===== src/rtl/time_set_controller.sv =====
// time_set_controller: freezes the clock/calendar chain, edits shadow BCD time fields, commits them with a load strobe
// Ports:
//   clk, reset (async, active-low)
//   btn_mode/btn_next/btn_inc : debounced synchronous button levels
//   leap                      : leap-year flag for the edited year
//   cur_hour/min/day/month/year : live BCD time from the counter chain
//   run_en, load              : counter chain enable and one-cycle commit strobe
//   set_hour/min/day/month/year : shadow BCD values presented to the chain
//   field_sel, blink_on       : selected edit field and its blank phase
module time_set_controller #(
  parameter int BLINK_DIV   = 25_000_000,
  parameter int TIMEOUT_CYC = 500_000_000
) (
  input  logic        clk,
  input  logic        reset,
  input  logic        btn_mode,
  input  logic        btn_next,
  input  logic        btn_inc,
  input  logic        leap,
  input  logic [5:0]  cur_hour,
  input  logic [6:0]  cur_min,
  input  logic [5:0]  cur_day,
  input  logic [4:0]  cur_month,
  input  logic [15:0] cur_year,
  output logic        run_en,
  output logic        load,
  output logic [5:0]  set_hour,
  output logic [6:0]  set_min,
  output logic [5:0]  set_day,
  output logic [4:0]  set_month,
  output logic [15:0] set_year,
  output logic [2:0]  field_sel,
  output logic        blink_on
);
  typedef enum logic [2:0] {RUN, CAPTURE, E_HOUR, E_MIN, E_DAY, E_MONTH, E_YEAR, COMMIT} state_t;
  localparam int TW = $clog2(TIMEOUT_CYC + 1);
  localparam int BW = $clog2(BLINK_DIV + 1);
  state_t state, state_nx;
  logic mode_q, next_q, inc_q;
  logic mode_e, next_e, inc_e;
  logic raw_m, raw_n, raw_i;
  logic edit, any_e, timeout;
  logic [TW-1:0] tmr;
  logic [BW-1:0] bcnt;
  logic [5:0] max_day;

  function automatic logic [5:0] inc_hour(input logic [5:0] h);
    return h == 6'h23 ? 6'h00 : h[3:0] == 4'd9 ? {h[5:4] + 2'd1, 4'd0} : {h[5:4], h[3:0] + 4'd1};
  endfunction

  function automatic logic [6:0] inc_min(input logic [6:0] m);
    return m[3:0] != 4'd9 ? {m[6:4], m[3:0] + 4'd1} : m[6:4] == 3'd5 ? 7'h00 : {m[6:4] + 3'd1, 4'd0};
  endfunction

  // Anything at or beyond the month's last day wraps to 01.
  function automatic logic [5:0] inc_day(input logic [5:0] d, input logic [5:0] md);
    return d >= md ? 6'h01 : d[3:0] == 4'd9 ? {d[5:4] + 2'd1, 4'd0} : {d[5:4], d[3:0] + 4'd1};
  endfunction

  function automatic logic [4:0] inc_month(input logic [4:0] m);
    return m >= 5'h12 ? 5'h01 : m[3:0] == 4'd9 ? 5'h10 : {m[4], m[3:0] + 4'd1};
  endfunction

  // Ripple carry through four BCD digits; 9999 rolls to 0000.
  function automatic logic [15:0] inc_year(input logic [15:0] y);
    logic [15:0] r;
    logic c;
    r = y;
    c = 1'b1;
    for (int k = 0; k < 4; k++) begin
      if (c) begin
        if (r[4*k +: 4] == 4'd9) r[4*k +: 4] = 4'd0;
        else begin
          r[4*k +: 4] = r[4*k +: 4] + 4'd1;
          c = 1'b0;
        end
      end
    end
    return r;
  endfunction

  assign raw_m = btn_mode & ~mode_q;
  assign raw_n = btn_next & ~next_q;
  assign raw_i = btn_inc & ~inc_q;
  assign edit = state inside {E_HOUR, E_MIN, E_DAY, E_MONTH, E_YEAR};
  assign any_e = mode_e | next_e | inc_e;
  assign timeout = edit && !any_e && tmr == TW'(TIMEOUT_CYC);
  assign max_day = set_month == 5'h02 ? (leap ? 6'h29 : 6'h28) :
                   set_month inside {5'h04, 5'h06, 5'h09, 5'h11} ? 6'h30 : 6'h31;

  // Registered edges with same-cycle priority mode > next > inc already resolved.
  always_ff @(posedge clk or negedge reset) begin
    if (!reset) begin
      {mode_q, next_q, inc_q} <= '0;
      {mode_e, next_e, inc_e} <= '0;
    end else begin
      {mode_q, next_q, inc_q} <= {btn_mode, btn_next, btn_inc};
      mode_e <= raw_m;
      next_e <= raw_n & ~raw_m;
      inc_e  <= raw_i & ~raw_m & ~raw_n;
    end
  end

  always_ff @(posedge clk or negedge reset) begin
    if (!reset) state <= RUN;
    else state <= state_nx;
  end

  always_comb begin
    state_nx = state;
    case (state)
      RUN:     state_nx = mode_e ? CAPTURE : RUN;
      CAPTURE: state_nx = E_HOUR;
      COMMIT:  state_nx = RUN;
      default: state_nx = mode_e ? COMMIT : timeout ? RUN :
                          next_e ? (state == E_YEAR ? E_HOUR : state_t'(3'(state) + 3'd1)) : state;
    endcase
  end

  // Edit states are encoded consecutively from E_HOUR, so the field number is state-1.
  always_comb begin
    run_en = state == RUN;
    load = state == COMMIT;
    field_sel = edit ? 3'(state) - 3'd1 : 3'd0;
  end

  always_ff @(posedge clk or negedge reset) begin
    if (!reset) tmr <= '0;
    else if (!edit || any_e) tmr <= '0;
    else if (tmr != TW'(TIMEOUT_CYC)) tmr <= tmr + 1'b1;
  end

  always_ff @(posedge clk or negedge reset) begin
    if (!reset) begin
      bcnt <= '0;
      blink_on <= 1'b0;
    end else if (!edit || any_e) begin
      bcnt <= '0;
      blink_on <= 1'b0;
    end else if (bcnt == BW'(BLINK_DIV - 1)) begin
      bcnt <= '0;
      blink_on <= ~blink_on;
    end else bcnt <= bcnt + 1'b1;
  end

  // Day clamp happens on the commit transition so set_day is already valid while load is high.
  always_ff @(posedge clk or negedge reset) begin
    if (!reset) begin
      set_hour <= 6'h00;
      set_min <= 7'h00;
      set_day <= 6'h01;
      set_month <= 5'h01;
      set_year <= 16'h0000;
    end else if (state == CAPTURE) begin
      set_hour <= cur_hour;
      set_min <= cur_min;
      set_day <= cur_day;
      set_month <= cur_month;
      set_year <= cur_year;
    end else if (edit && mode_e) set_day <= set_day > max_day ? max_day : set_day;
    else if (edit && inc_e) begin
      if (state == E_HOUR) set_hour <= inc_hour(set_hour);
      if (state == E_MIN) set_min <= inc_min(set_min);
      if (state == E_DAY) set_day <= inc_day(set_day, max_day);
      if (state == E_MONTH) set_month <= inc_month(set_month);
      if (state == E_YEAR) set_year <= inc_year(set_year);
    end
  end
endmodule


===== config.mk =====
export PLATFORM = sky130hd
export DESIGN_NAME = time_set_controller
export DESIGN_NICKNAME = d
export VERILOG_FILES = /design/src/rtl/time_set_controller.sv
export SDC_FILE = /design/constraint.sdc
export NUM_CORES = 1
export LEC_CHECK = 0
export ABC_AREA = 1
export ABC_CLOCK_PERIOD_IN_PS = 3700
export BUFFER_PORTS_ARGS = -buffer_cell sky130_fd_sc_hd__buf_2
export CAP_MARGIN = 5
export CORE_AREA = 2 2 140 142
export CTS_CLUSTER_DIAMETER = 30
export DETAILED_ROUTE_END_ITERATION = 8
export DIE_AREA = 0 0 142 144
export MAX_ROUTING_LAYER = met4
export PLACE_DENSITY = 0.55
export SETUP_SLACK_MARGIN = 0.3
export SLEW_MARGIN = 20
export SYNTH_ARGS = -nofsm -noshare
export SYNTH_HDL_FRONTEND = slang
export SYNTH_SLANG_ARGS = --single-unit

===== constraint.sdc =====
create_clock -name clk -period 3.7 [get_ports clk]
set_clock_uncertainty 0.1 [all_clocks]
set_input_delay 0.74 -clock clk [delete_from_list [all_inputs] [get_ports clk]]
set_output_delay 0.74 -clock clk [all_outputs]
set_load 0.02 [all_outputs]

==> qor.yml <==
outcome:
  status: "complete, no violations"
clock_tree:
  postCtsSetupBuffers: 0
  htreeDepth: 3
  clock_path_buffers: 2
  cts_hold_buf: 0
  cts_resized: 0
  insertion_delay_ps: 350
  cts.clk_slew.worst_paths_ps: 70
  cts_tree: "yes"
  root_buffer: "clkbuf_16"
  numCtsBuffers: 9
  numClockSinks: 104
sta:
  hold_viol_final: 0
  finalSetupTns_ps: 0
  drv_slew: 0
  tightest_slew_ps: 654
  fin_crit_sh: 0.740
  setup_slack_ps: 962
  setup_viol: 0
  min_period_ps: 2740
  rsz0062_at_grt: "no"
  holdWs_ps: 254
  slew_headroom: 0.563
  max_clock_freq_ghz: 0.365
setup_path:
  worstReg2RegStart: "set_month[0]"
  critPathKind: "reg2out"
  worstPathRequired_ps: 2860
  worstReg2RegEnd: "set_day[5]"
  arrival_ps: 1900
  startpoint_type: "register"
  critPathCaptureType: "output pin"
  r2r_cells: 15
  timing.reg2reg.setup_slack_ps: 1100
  critPathMaxFanout: 9
placed_design:
  dp_hpwl_um: 12600
  routabilityCongestion: 0.858
  portBuffers: 91
  place_ws_ps: 1130
routing:
  num_vias: 6020
  post_drt_wl_per_cell_um: 13.4
  drt_iter0_markers: 339
  first_pass_iters: 5
  vias_per_cell: 4.86
  wirelength_um: 16600
  drtAntennaViolNets: 0
  drc: 0
synth:
  ys_warn_count: 0
  seq_area_frac_synth: 0.399
  ys_seq_elements: 104
  yosys.area.top_type_share: 0.391
  synth_area_sq_mm: 0.00654
  synth_edf_count: 0
  postSynthCellCount: 904
  synth.avg_cell_area_sq_um: 7.23
  synth_cell_types: 49
  yosysTopAreaCell: "dfrtp_1"
  synth.area.top_cells: "dfrtp_1 39%, nand2_1 12%, nor2_1 7.8%"
  synthFlopType: "dfrtp_1"
  async_flop_share: 1.00
  synth_nets: 968
global_route:
  antenna_found_initial: 0
  grt_pass1_wl_um: 27100
  grt_max_degree: 66
  track_usage: 0.169
  first_global_vias: 5581
  overflow: 0
power_and_ir_drop:
  cellInternalPower_uw: 2670
  p_per_area_mw_per_mm2: 664
  p_sw_uw: 2320
  combPwrFrac: 0.474
  total_power_uw: 4990
  p_seq_frac: 0.347
  sw_frac_of_total: 0.465
  cellLeakagePower_uw: 0.00351
  ir_worst_vdd_v: 0.000224
  pwr-share-clk: 0.179
floorplan:
  die_w_um: 142
  die_area_sq_mm: 0.0204
  core_area_sq_mm: 0.0191
  boundaryPins: 92
  start_util: 0.343
  rows: 51
  die_h_um: 144
final_layout:
  final_common_cell: "nand2_1"
  drive_gt1_frac: 0.148
  nets: 1061
  area_growth_pct: 15.0
  n_antenna_cell: 0
  layout_common_cells: "211 x nand2_1, 135 x nor2_1, 121 x inv_1"
  post-route-util: 0.394
hold_path:
  hp-class: "in2async"
flow_run:
  maxCapViolations: 0
[per-layer routing]
| layer | vias to the layer above | share of wire | GRT usage |
|---|---|---|---|
| met5 | - | 0 | - |
| met4 | 0 | 0.011 | 0.0432 |
| met3 | 13 | 0.041 | 0.0225 |
| met2 | 127 | 0.46 | 0.273 |
| met1 | 2758 | 0.49 | 0.226 |
| li1 | 3122 | - | - |
[power by group through the flow]
stage                     logic (uW)  clock network (uW)  registers [uW]
after floorplan                 1500                   0            1940
after global placement          2370                   0            1750
after detailed placement        2390                   0            1760
after CTS                       2400                 927            1740
after global routing            2690                 963            1780
final                           2370                 893            1730
[through the flow]
stage | instances | area, sq um
floorplan | 904 | 6540
global placement | 1224 | 7250
detailed placement | 1224 | 7250
CTS | 1239 | 7510
global route | 1239 | 7510
finish | 1239 | 7510
[registers in the layout, indices dropped and copies added (netlist names)]
register,cells
set_day,6
set_year,16
next_e,1
inc_e,1
bcnt,25
set_month,5
tmr,29
state,3
set_hour,6
mode_q,1
set_min,7
blink_on,1
next_q,1
mode_e,1
inc_q,1
[worst max-delay path, stage by stage, from the launching register on]
cell,delay [ps]
dfrtp_1,540
inv_2,160
ha_1,240
nor2_1,170
nand3_4,160
nand2_1,100
inv_1,40
buf_2,150
[area by class of cell]
class	count	area (sq um)
Fill cell	2031	11600
Timing Repair Buffer	94	493
Clock buffer	12	246
Multi-Input combinational cell	661	3370
Sequential cell	104	2610
Inverter	127	480
Clock inverter	3	18.8
Tap cell	238	298
[Yosys cell counts, types with 3 or more instances]
master and count:
nand2_2 11, nand4_1 19, nor3_1 38, dfrtp_1 102, buf_2 6, a31oi_1 5, nor2_1 135, nor3_2 4
nand2_1 211, inv_2 4, buf_6 3, nor2_2 3, nor2_4 3, o21ai_0 43, nor3b_1 5, nand3_1 55
o21ai_1 6, a21oi_1 42, o211ai_1 8, xor2_1 15, xnor2_1 8, nand3_4 3, ha_1 18, a22oi_1 4
inv_1 121
[how the worst max path moves through the flow]
| stage | startpoint | end | depth (start not counted) |
|---|---|---|---|
| finish | state[2] | field_sel[2] | 7 |
| global route | state[2] | field_sel[2] | 7 |
| CTS | state[2] | field_sel[2] | 7 |
| detailed placement | set_month[0] | set_day[5] | 15 |
| global placement | set_month[0] | set_day[4] | 15 |
| floorplan | set_month[0] | set_day[4] | 15 |
[logic make-up (layout without fill, tap and decap cells)]
group                    count (synthesis)  count (layout)  share of synthesized area
buffers and inverters                  139             236                     0.0856
AND/OR/NAND/NOR                        498             498                      0.343
flip-flops                             104             104                      0.399
AO/OA/AOI/OAI                          122             122                      0.107
adder cells (fa/ha/maj)                 18              18                     0.0345
XOR/XNOR                                23              23                     0.0308
Note: power is estimated with default switching activity, not from simulation.
